$ cat config.mk
export PLATFORM = sky130hd
export DESIGN_NAME = clk_div_monitor
export DESIGN_NICKNAME = d
export VERILOG_FILES = /design/src/rtl/clk_div_monitor.sv
export SDC_FILE = /design/constraint.sdc
export NUM_CORES = 1
export LEC_CHECK = 0
export ABC_AREA = 1
export CORE_UTILIZATION = 40
export DETAILED_ROUTE_END_ITERATION = 6
export PLACE_DENSITY = 0.69
export SLEW_MARGIN = 20
export SYNTH_ARGS = -nofsm -noshare
export SYNTH_HDL_FRONTEND = slang
export SYNTH_SLANG_ARGS = --single-unit
$ cat constraint.sdc
create_clock -name clk -period 1.7 [get_ports clk]
set_input_delay 0.34 -clock clk [delete_from_list [all_inputs] [get_ports clk]]
set_output_delay 0.34 -clock clk [all_outputs]
set_load 0.01 [all_outputs]
$ cat src/rtl/clk_div_monitor.sv
// Divided-clock health monitor: edge strobes, half-period measurement,
// lock tracking and a sticky fault with a saturating error counter.
module clk_div_monitor #(
    parameter int EXP_HALF = 3,
    parameter int LOCK_CNT = 4,
    parameter int CW       = 8,
    parameter int ERR_W    = 8
) (
    input  logic             clk,
    input  logic             reset,
    input  logic             div_in,
    input  logic             clr_err,
    output logic             edge_rise,
    output logic             edge_fall,
    output logic [CW-1:0]    half_period,
    output logic             locked,
    output logic             fault,
    output logic [ERR_W-1:0] err_cnt
);

    localparam int GW = $clog2(LOCK_CNT + 1);
    localparam logic [CW-1:0]    CNT_MAX  = '1;
    localparam logic [CW-1:0]    EXP      = CW'(EXP_HALF);
    localparam logic [GW-1:0]    GOOD_TOP = GW'(LOCK_CNT - 1);
    localparam logic [ERR_W-1:0] ERR_MAX  = '1;

    typedef enum logic [1:0] {
        S_IDLE,
        S_ACQ,
        S_LOCKED,
        S_FAULT
    } state_e;

    state_e           state_q, state_d;
    logic             div_q;
    logic [CW-1:0]    cnt_q, cnt_d;
    logic [CW-1:0]    hp_q, hp_d;
    logic [GW-1:0]    good_q, good_d;
    logic [ERR_W-1:0] err_q, err_d;
    logic             rise_q, fall_q;

    logic             rise, fall, edge_det;
    logic [CW-1:0]    meas;
    logic             meas_ok;
    logic             timeout;
    logic             err_ev;

    assign rise     = div_in & ~div_q;
    assign fall     = ~div_in & div_q;
    assign edge_det = rise | fall;

    // Measurement includes the edge cycle itself, hence cnt+1.
    assign meas    = (cnt_q == CNT_MAX) ? CNT_MAX : cnt_q + 1'b1;
    assign meas_ok = (meas == EXP);
    assign timeout = ~edge_det && (cnt_q >= EXP);

    always_comb begin
        cnt_d = cnt_q;
        hp_d  = hp_q;
        if (edge_det) begin
            cnt_d = '0;
            hp_d  = meas;
        end else if (cnt_q != CNT_MAX) begin
            cnt_d = cnt_q + 1'b1;
        end
    end

    always_comb begin
        state_d = state_q;
        good_d  = good_q;
        err_ev  = 1'b0;
        unique case (state_q)
            S_IDLE: begin
                if (edge_det) begin
                    state_d = S_ACQ;
                    good_d  = '0;
                end
            end
            S_ACQ: begin
                if (edge_det) begin
                    if (meas_ok) begin
                        good_d = good_q + 1'b1;
                        if (good_q == GOOD_TOP) begin
                            state_d = S_LOCKED;
                        end
                    end else begin
                        good_d = '0;
                        err_ev = 1'b1;
                    end
                end
            end
            S_LOCKED: begin
                if ((edge_det && !meas_ok) || timeout) begin
                    state_d = S_FAULT;
                    err_ev  = 1'b1;
                end
            end
            S_FAULT: begin
                if (clr_err) begin
                    state_d = S_IDLE;
                end
            end
            default: state_d = S_IDLE;
        endcase
    end

    // A clear in the same cycle as an error wins; the error is dropped.
    always_comb begin
        err_d = err_q;
        if (clr_err) begin
            err_d = '0;
        end else if (err_ev && (err_q != ERR_MAX)) begin
            err_d = err_q + 1'b1;
        end
    end

    always_ff @(posedge clk or negedge reset) begin
        if (!reset) begin
            state_q <= S_IDLE;
            div_q   <= 1'b0;
            cnt_q   <= '0;
            hp_q    <= '0;
            good_q  <= '0;
            err_q   <= '0;
            rise_q  <= 1'b0;
            fall_q  <= 1'b0;
        end else begin
            state_q <= state_d;
            div_q   <= div_in;
            cnt_q   <= cnt_d;
            hp_q    <= hp_d;
            good_q  <= good_d;
            err_q   <= err_d;
            rise_q  <= rise;
            fall_q  <= fall;
        end
    end

    assign edge_rise   = rise_q;
    assign edge_fall   = fall_q;
    assign half_period = hp_q;
    assign locked      = (state_q == S_LOCKED);
    assign fault       = (state_q == S_FAULT);
    assign err_cnt     = err_q;

endmodule

# Word-level counts from Yosys, hierarchy flattened
# Index checks and enable logic that the tools add are counted.
[totals]
reg_bits = 32
input_bits = 4
out_inout_bits = 20
[op_classes]
n_addsub = 3
order_cmp = 1
eq_ne = 14
mux = 20
bitwise_logic = 6
n_reduce_logical = 11
[ops]
columns = ["op", "count"]
rows = [
  ["8-bit 2-to-1 mux", 5],
  ["8-bit by 1-bit adder with 8-bit output (second input constant)", 2],
  ["8-bit inequality test (second input constant)", 2],
  ["2-bit 2-to-1 mux", 6],
  ["2-bit inequality test (second input constant)", 5],
  ["3-bit 2-to-1 mux", 3],
  ["8-bit by 2-bit equality test with 1-bit output (second input constant)", 1],
  ["8-bit equality test (second input constant)", 1],
  ["8-bit by 2-bit greater-or-equal comparator with 1-bit output (second input constant)", 1],
  ["2-bit one-hot mux with 4 select lines", 1],
  ["3-bit one-hot mux with 2 select lines", 1],
  ["6-bit AND reduction", 1],
  ["2-bit nonzero test", 3],
  ["2-bit equality test (second input constant)", 2],
  ["3-bit by 1-bit adder with 3-bit output (second input constant)", 1],
  ["3-bit by 2-bit equality test with 1-bit output (second input constant)", 1],
  ["1-bit logical AND", 3],
  ["1-bit 2-to-1 mux", 3],
  ["1-bit inverter", 3],
  ["3-bit AND reduction", 1],
  ["1-bit bitwise AND", 2],
  ["2-bit by 1-bit equality test with 1-bit output (second input constant)", 1],
  ["2-bit zero test", 1],
  ["2-bit by 1-bit inequality test with 1-bit output (second input constant)", 1],
  ["4 further kinds", 4],
]

# Longest topological paths before layout
[depth]
ltp_word = 11
mapped_depth = 13
depth_no_buf = 13

# Least setup slack after synthesis
# No wires, ideal clock.
[synth_timing]
kind = "register -> register"
startpoint = "register cnt_q[0]"
endpoint = "register state_q[0]"
arrival_ns = 1.630
required_ns = 1.583
slack_ns = -0.047
path_stages_with_launch = 12
n_path_buf = 0
period_less_slack_ns = 1.747
cell_sequence = "dfrtp_1 > ha_1 > nand3_2 > clkinv_2 > nand2_4 > nand3_2 > nor3_2 > nand3_1 > a21oi_2 > nand2_1 > nand2_1 > nand2_1"
[synth_between]
elab_chain_cells = 8
word_cells_on_any_way = 12
cone_classes = "add/sub: 1; order compare: 1; eq/ne: 4; mux: 1; reduce/logical: 5"
[synth_rtl]
columns = ["item", "line", "rtl"]
rows = [
  ["start, declared", "36", "logic [CW-1:0] cnt_q, cnt_d;"],
  ["start signal, assigned", "130", "cnt_q <= cnt_d;"],
  ["8-bit by 1-bit adder with 8-bit output or 8-bit equality test (tied branches)", "53", "assign meas = (cnt_q == CNT_MAX) ? CNT_MAX : cnt_q + 1'b1;"],
  ["8-bit 2-to-1 mux", "53", ""],
  ["8-bit by 2-bit equality test with 1-bit output", "54", "assign meas_ok = (meas == EXP);"],
  ["1-bit zero test", "93", "if ((edge_det && !meas_ok) || timeout) begin"],
  ["1-bit logical AND", "93", ""],
  ["1-bit logical OR", "93", ""],
  ["2-bit by 1-bit inequality test with 1-bit output (no line)", "--", ""],
  ["6-bit AND reduction (no line) (*)", "--", ""],
  ["end signal, assigned", "128", "state_q <= state_d;"],
  ["end, declared", "34", "state_e state_q, state_d;"],
]
# Every way passes the cells marked *; elsewhere a longest branch is shown, timed or not.
# A chain may end at the register's enable or synchronous reset.

# Worst setup path in the final report
[layout_timing]
startpoint = "register cnt_q[0]"
endpoint = "register err_q[6], in the netlist err_cnt[6]"
[layout_between]
elab_chain_cells = 10
word_cells_on_any_way = 15
cone_classes = "add/sub: 1; order compare: 1; eq/ne: 2; mux: 5; reduce/logical: 6"
[layout_rtl]
columns = ["item", "line", "rtl"]
rows = [
  ["8-bit by 1-bit adder with 8-bit output or 8-bit equality test (tied branches)", "53", ""],
  ["8-bit 2-to-1 mux", "53", ""],
  ["8-bit by 2-bit equality test with 1-bit output", "54", ""],
  ["1-bit zero test", "93", ""],
  ["1-bit logical AND", "93", ""],
  ["1-bit logical OR", "93", ""],
  ["1-bit 2-to-1 mux", "93", ""],
  ["1-bit one-hot mux with 2 select lines (*)", "72", "unique case (state_q)"],
  ["1-bit logical AND (*)", "112", "end else if (err_ev && (err_q != ERR_MAX)) begin"],
  ["2-bit nonzero test (no line) (*)", "--", ""],
  ["end signal, assigned", "133", "err_q <= err_d;"],
  ["end, declared", "39", "logic [ERR_W-1:0] err_q, err_d;"],
]
# Marks and branches as above.

==> flow_metrics.env <==
export IMPL_status="finished, violations left"
export IMPL_violations="DRC, setup timing"
export IMPL_grt_overflow_total=0
export IMPL_ios=24
export IMPL_syn_area_sq_um=1917
export IMPL_cpMaxStageDelayCell="dfrtp_1"
export IMPL_relSlewSlack_pct=73.18
export IMPL_synth_edff_count=0
export IMPL_crit_path_end_kind="register"
export IMPL_io_buffers=23
export IMPL_cts_max_path_buffers=2
export IMPL_areaGrowthSynthToFinish_pct=36.75
export IMPL_nets=294
export IMPL_place_detailed_hpwl_mm=2.745
export IMPL_maxCapViolations=0
export IMPL_rr_startpoint="cnt_q[0]"
export IMPL_yosys_area_top_type="dfrtp_1"
export IMPL_start_util_pct=42.84
export IMPL_skew_ns=0.004789
export IMPL_power_total_uw=2732
export IMPL_required_ns=1.87
export IMPL_hp_class="input pin to asynchronous set/reset pin"
export IMPL_fp_dieH_um=71.23
export IMPL_synth_main_ff_cell="dfrtp_1"
export IMPL_rsz0062_at_grt="true"
export IMPL_postCtsHoldBufs=0
export IMPL_wl_mm=3.822
export IMPL_finalHoldWorstSlack_ns=0.4498
export IMPL_ir_worst_vdd_mv=0.5444
export IMPL_critPathKind="register to register"
export IMPL_synthArstFlopShare_pct=100.0
export IMPL_final_common_cell="nand2_1"
export IMPL_clk_pin_slew_ns=0.07
export IMPL_power_density_nw_per_um2=1042
export IMPL_h_tree_depth=2
export IMPL_final_cell_mix="nand2_1, dfrtp_1, inv_1"
export IMPL_grt_pass1_wl_mm=6.486
export IMPL_cts_buffers=5
export IMPL_drive_gt1_share_pct=28.83
export IMPL_post_drt_wl_per_cell_um=11.48
export IMPL_num_rows=24
export IMPL_post_dp_cell_area_sq_um=2377
export IMPL_drcViolationCount=2
export IMPL_grtUsageTotal_pct=16.33
export IMPL_max_freq_ghz=0.5503
export IMPL_worst_slack_ns=-0.1173
export IMPL_grt_max_degree=33
export IMPL_drv_slew=0
export IMPL_arrival_ns=1.98
export IMPL_core_area_sq_um=4474
export IMPL_postSynthCellCount=226
export IMPL_synth_area_leaders="dfrtp_1, nand2_1, nand3_2"
export IMPL_first_global_vias=1477
export IMPL_vias=1586
export IMPL_drtIter0Drc=99
export IMPL_syn_nets=240
export IMPL_tightest_slew_ns=0.4023
export IMPL_r2r_cells=12
export IMPL_antenna_found_initial=0
export IMPL_cp_startpoint="cnt_q[0]"
export IMPL_synth_cell_type_count=27
export IMPL_path_max_fanout=4
export IMPL_power_leakage_uw=0.001252
export IMPL_clkLatencyLatePin_ns=0.28
export IMPL_ant_nets=0
export IMPL_synth_top_cell_area_share_pct=41.78
export IMPL_root_buffer="clkbuf_8"
export IMPL_syn_area_per_cell_sq_um=8.482
export IMPL_antenna_cells=0
export IMPL_period_minus_slack_ns=1.817
export IMPL_reg2reg_slack_ns=-0.12
export IMPL_viasPerCell=4.763
export IMPL_tritoncts="built"
export IMPL_synth_warning_count=0
export IMPL_die_x_um=71.23
export IMPL_yosys_register_bits=32
export IMPL_gp_congestion=0.7540
export IMPL_setup_viol=13
export IMPL_placed_cells=321
export IMPL_slowest_delay_ns=0.41
export IMPL_final_cells=333
export IMPL_clkSinkCount=32
export IMPL_finalHoldViolCount=0
export IMPL_die_area_sq_um=5073
export IMPL_yosysSeqAreaShare_pct=41.78
export IMPL_firstDrtPassIters=6
export IMPL_postLayoutCellArea_sq_um=2621
export IMPL_cp_start_kind="register"
export IMPL_path_cells="buf_4 -> nand3_1 -> nand2_1 -> nand2_1 -> nand3_4 -> nor2_4 -> nand3_4 -> nand3_4 -> nand2_4 -> buf_6 -> nand4_1 -> nand2_1"
export IMPL_timing_final_crit_share_pct=106.9
[sequential cells by signal (all words and copies together) (netlist names)]
signal,cells
edge_rise,1
div_q,1
edge_fall,1
state_q,2
good_q,3
cnt_q,8
half_period,8
err_cnt,8
[per-stage QoR]
step / setup TNS [ns] / setup slack, ns / utilization (%)
after floorplan: 0 / 0.01842 / -
after global placement: -4.537 / -0.3229 / 53.13
after detailed placement: -5.055 / -0.3667 / 53.13
after CTS: -0.8556 / -0.1049 / 56.21
after global routing: -2.943 / -0.2566 / 58.59
final: -1.068 / -0.1173 / 58.59
[routing by layer]
| layer | GRT usage (%) | routed length (um) | vias to the layer above |
|---|---|---|---|
| met1 | 21.60 | 1861 | 718 |
| li1 | - | - | 833 |
| met2 | 26.46 | 1766 | 28 |
| met5 | 0 | 0 | - |
| met4 | 4.222 | 46 | 0 |
| met3 | 4.641 | 148 | 7 |
[path summary, 6_finish.rpt]
check	to
min in group clk	good_q[2]
worst min-delay path	half_period[3]
max in group asynchronous	cnt_q[2]
worst min register to register	good_q[2]
worst max register to register	err_cnt[6]
worst max-delay path	err_cnt[6]
[cells by family (layout without fill, tap and decap cells)]
| family | after synthesis | in the layout | share of synthesized area, % |
|---|---|---|---|
| adder cells (fa/ha/maj) | 10 | 10 | 6.527 |
| flip-flops | 32 | 32 | 41.78 |
| buffers and inverters | 39 | 94 | 8.029 |
| AO/OA/AOI/OAI | 19 | 19 | 6.593 |
| XOR/XNOR | 5 | 5 | 2.284 |
| AND/OR/NAND/NOR | 121 | 121 | 34.79 |
[power breakdown]
group / total, uW / internal (uW) / switching (uW)
registers: 904 / 844 / 60.8
clock network: 716 / 435 / 281
logic: 1110 / 497 / 615
[synth_stat cells, types with 2 or more instances]
| library cell | number |
|---|---|
| buf_2 | 2 |
| inv_1 | 30 |
| dfrtp_1 | 32 |
| nand2_1 | 52 |
| nor2_2 | 4 |
| o21ai_0 | 15 |
| nand3_1 | 9 |
| nor2_1 | 19 |
| nand2_4 | 4 |
| nand3_2 | 16 |
| ha_1 | 10 |
| nand4_1 | 11 |
| clkbuf_1 | 2 |
| nand2_2 | 2 |
| xor2_1 | 5 |
| inv_2 | 2 |
[final cells by class]
type                    count  area (sq um)
flip-flops and latches     32         804.5
clock buffers               6         72.57
fillers                   400          1853
clock inverters             2         35.03
multi-input cells         155          1060
well taps                  52         65.06
repair buffers             52         454.2
inverters                  34         130.1
[critical path: cells and delay by family, from the launching register on]
family	cells	cell delay (ns)
buffers and inverters	2	0.29
DFF	1	0.41
and+or+nand+nor	10	0.99
[what timing repair did]
action | CTS | global route
buffers inserted | 3 | 1
setup endpoints to repair | 15 | 16
pin swaps | 3 | 18
gates resized for setup | 7 | 23
(Power assumes the default switching activity.)
==> RTL edit 1, RTL diff (same settings) <==
`ERR_W`: 8 -> 12.
--- a/src/rtl/clk_div_monitor.sv
+++ b/src/rtl/clk_div_monitor.sv
@@ -4,7 +4,7 @@
     parameter int EXP_HALF = 3,
     parameter int LOCK_CNT = 4,
     parameter int CW       = 8,
-    parameter int ERR_W    = 8
+    parameter int ERR_W    = 12
 ) (
     input  logic             clk,
     input  logic             reset,
Ports: changed (resized err_cnt); port bits go from 24 to 28. The function was not compared with the original's and may differ.
==> RTL edit 1 against the unedited design <==
  * The flow finishes with violations (negative setup slack)
  * Clock power increased by 4.5%
  * Synthesized cell count increased by 9.3%
  * Largest cell class unchanged
  * Worst setup slack got worse by 0.10 ns
  * Power increased by 6.9%
  * Synthesized area increased by 8.7%
  * Die area increased by 8.4%
  * Clock skew increased by 0.0021 ns
  * Routed wire length increased by 24%
  * Worst hold slack got worse by 0.032 ns
  * Sequential cell count increased by 4
  * Cell area increased by 13%
==> RTL edit 1: results (changes against the unedited design) <==
outcome: "finished, violations left"
violations: "negative setup slack"
yosysWarnings: 0  # unchanged
synth-compound-area-share_pct: 6.01  # -0.59 points
p_leak_nw: 1.45  # +16%
synth_area_leaders: "dfrtp_1 43%, nand2_1 7.9%, ha_1 6.6%, nand3_1 5.5%, nor2_1 5.4%"
drtPass1Iterations: 4  # -2
critPathMaxStageDelay_ns: 0.41  # about the same
relSlewSlack_pct: 77.4  # +4.2 points
drive_gt1_share_pct: 33.3  # +4.5 points
stdcell_count: 382  # +15%
root_buffer: "clkbuf_8"
largest_reg_flops: 12
dr.first_iter.drc_count: 130  # +31%
crit_slowest_cell: "dfrtp_1"
clkLatencyLatePin_ns: 0.30  # +0.02 ns
synth_fp_nets: 262  # +9.2%
vias: 1870  # +18%
cp_top_family: "buffers and inverters"
htree_levels: 2  # unchanged
nNetsFinal: 329  # +12%
grt_pass1_wl_um: 7910  # +22%
synthArstFlopShare_pct: 100  # unchanged
hold_slack_ns: 0.418  # -0.0320 ns
syn_area_per_cell_um2: 8.43  # -0.56%
diodes: 0  # unchanged
io_buffer_count: 27  # +17%
grt_max_degree: 37  # +12%
dpl.hpwl_um: 3150  # +15%
cts_buffer_depth: 2  # unchanged
gp_congestion: 0.791  # +4.9%
setup_viol: 18  # +5
placed_area_um2: 2620  # +10%
seq_area_frac_synth_pct: 43.2  # +1.5 points
skew_ns: 0.00686  # +0.00207 ns
setup_tns_ns: -2.94  # -1.87 ns
numPlacedInstances: 362  # +13%
first_global_vias: 1805  # +22%
synth_mux_area_share_pct: 0  # unchanged
antenna_found_initial: 0  # unchanged
arrival_ns: 2.14  # +0.16 ns
numCtsBuffers: 5  # unchanged
ff2ff_path_depth: 12  # unchanged
totalWireLength_um: 4760  # +24%
yosys.area_share.adder_pct: 6.61  # +0.079 points
synth_cell_types: 34  # +26%
cp_max_fo: 3  # -1
grt.total_usage_pct: 19.1  # +2.8 points
synth_xor_area_share_pct: 3.36  # +1.1 points
peakVddDrop_v: 0.000630  # +16%
hold_path.class: "primary input to asynchronous set/reset pin"
synthTopCellsByCount: "44 x nand2_1, 36 x dfrtp_1, 30 x nor2_1"
timing.final.ws_setup_ns: -0.219  # -0.102 ns
## RTL edit 1: where the power goes
part,switching [mW],internal (mW),leakage [nW]
combinational,0.597,0.546,0.911
sequential,0.0728,0.957,0.483
clock,0.313,0.435,0.0552
total,0.983,1.94,1.45
## RTL edit 1: layer usage
metal  up-vias  wire, um  part of all wire (%)  global-route usage, %
li1        923         -                     -                      -
met1       900      2060                    43                   22.9
met2        35      2400                    50                   31.8
met3        12       176                   3.7                   4.88
met4         0       125                   2.6                   9.83
met5         -         0                     0                      0
## RTL edit 1: metrics by stage
step | util (%) | worst slack, ns
after floorplan | - | -0.132
final | 60.8 | -0.219
after detailed placement | 53.6 | -0.457
after global routing | 60.8 | -0.324
after CTS | 58.6 | -0.206
after global placement | 53.6 | -0.410
## RTL edit 1: what timing repair did
action,4_1_cts,5_1_grt
resized for setup,19,21
buffers inserted,9,4
endpoints found under the setup margin,20,23
pin swaps,14,19
gates cloned,1,0
## RTL edit 1: final cells by class
class / count / area, um^2
clock buffer: 6 / 72.6
clock inverter: 2 / 35.0
fill: 437 / 1910
inverter: 27 / 101
multi-input combinational: 178 / 1180
sequential: 36 / 901
tap: 67 / 83.8
timing repair buffer: 66 / 589
## RTL edit 1: final timing paths
check                               start              to
max reg2reg                      cnt_q[1]  half_period[2]
min                                 reset           div_q
min reg2reg                half_period[6]  half_period[6]
min in group clk           half_period[6]  half_period[6]
max                              cnt_q[1]  half_period[2]
max in group asynchronous           reset      err_cnt[8]
## RTL edit 1: cells by family after synthesis
| kind of cell | Yosys count |
|---|---|
| XOR/XNOR | 8 |
| buffers and inverters | 34 |
| AND/OR/NAND/NOR | 137 |
| adder cells (fa/ha/maj) | 11 |
| flip-flops | 36 |
| AO/OA/AOI/OAI | 21 |
==> RTL edit 2, RTL diff (config.mk and constraints unchanged) <==
Made on the original files. Make the reset (`reset`) synchronous in one clocked block.
--- a/src/rtl/clk_div_monitor.sv
+++ b/src/rtl/clk_div_monitor.sv
@@ -114,7 +114,7 @@
         end
     end
 
-    always_ff @(posedge clk or negedge reset) begin
+    always_ff @(posedge clk) begin
         if (!reset) begin
             state_q <= S_IDLE;
             div_q   <= 1'b0;
Function: differs if reset is asserted again (counterexample within 4 cycles, from zero or initial values and one cycle with reset low); with reset held inactive, the same outputs for 10 cycles.
==> RTL edit 2 against the unedited design <==
  * The flow finishes with violations (negative setup slack)
  * Sequential share of layout area decreased by 3.5 points
  * Synthesized area decreased by 12%
  * Synthesized cell count up 0.44%
  * Routed wire length down 2.3%
  * Worst hold slack better by 0.016 ns
  * Worst setup slack better by 0.054 ns
  * Sequential power fell by 8.2%
  * Power decreased by 19%
  * Cell area decreased by 8.3%
  * Sequential cell count did not move
  * Global-route usage increased by 3.7 points
  * Critical endpoint is now err_cnt[6]
  * Largest cell class unchanged
  * Largest power group is now registers
  * Highest routed layer unchanged
==> RTL edit 2: results (changes against the unedited design) <==
synthArstFlopShare_pct: 0  # -100 points
synth_fp_nets: 242  # +0.83%
placed_area_um2: 2160  # -9.3%
grt_max_degree: 11  # -67%
gp_congestion: 0.844  # +12%
grt_util_met1_pct: 24.9  # +3.3 points
synth_cell_types: 24  # -11%
cp_max_fo: 7  # +3
setup_viol: 7  # -6
peakVddDrop_v: 0.00100  # +85%
dr.first_iter.drc_count: 76  # -23%
grt.total_usage_pct: 20.0  # +3.7 points
cts_setup_buffers: 1  # -2
numPlacedInstances: 319  # -0.62%
wire_per_inst_um: 11.3  # -1.4%
multi_input_area_share_pct: 41.9  # +1.5 points
synthCells: 227  # +0.44%
r2r-end: "err_cnt[6]"
wl_met1_um: 1850  # -0.54%
seq_area_frac_synth_pct: 38.0  # -3.8 points
drive_gt1_share_pct: 23.9  # -4.9 points
nClkBuffers: 7  # +1
skew_ns: 0.00374  # -0.00105 ns
arrival_ns: 1.93  # -0.05 ns
dpl.hpwl_um: 2800  # +2.0%
seq_share_pct: 27.2  # -3.5 points
pre_cts_slack_ns: -0.439  # -0.0721 ns
multi_input_gates: 157  # +1.3%
hold_slack_ns: 0.466  # +0.0164 ns
routed-wl-met3_um: 92  # -38%
multiInputGateArea_um2: 1010  # -4.8%
outcome: "finished, violations left"
timing.final.ws_setup_ns: -0.0635  # +0.0539 ns
clockNetworkAreaShare_pct: 5.25  # +1.1 points
violations: "negative setup slack"
p_switching_mw: 0.676  # -29%
==> RTL edit 2: cell count changes in the layout (fill, tap and decap cells not counted), moves of 4 or more <==
cell / delta
dfxtp_1: +26
nand3_2: -7
dfrtp_1: -29
a21oi_1: +9
buf_4: -5
nand2_1: -9
nand3_1: +7
inv_1: +7
nor2_1: +8
dfxtp_2: +4
==> RTL edit 2: cell families after synthesis <==
logic type                 synth area share, %
and+or+nand+nor                           32.8
buffers and inverters                     8.68
DFF                                       38.0
AOI/OAI and AO/OA                         9.27
adders and majority gates                 8.16
xor gates and xnor gates                  3.12
==> RTL edit 2: critical path, stage by stage (launching register included) <==
cell     delay (ns)
dfxtp_4        0.37
ha_4           0.17
nand3_4        0.11
nor2_2         0.10
nand2_1        0.06
nand2_2        0.08
nor2_4         0.06
nand3_4        0.10
nand2_4        0.08
a21oi_4        0.23
nand3_4        0.15
nand2_1        0.09
a21oi_1        0.05
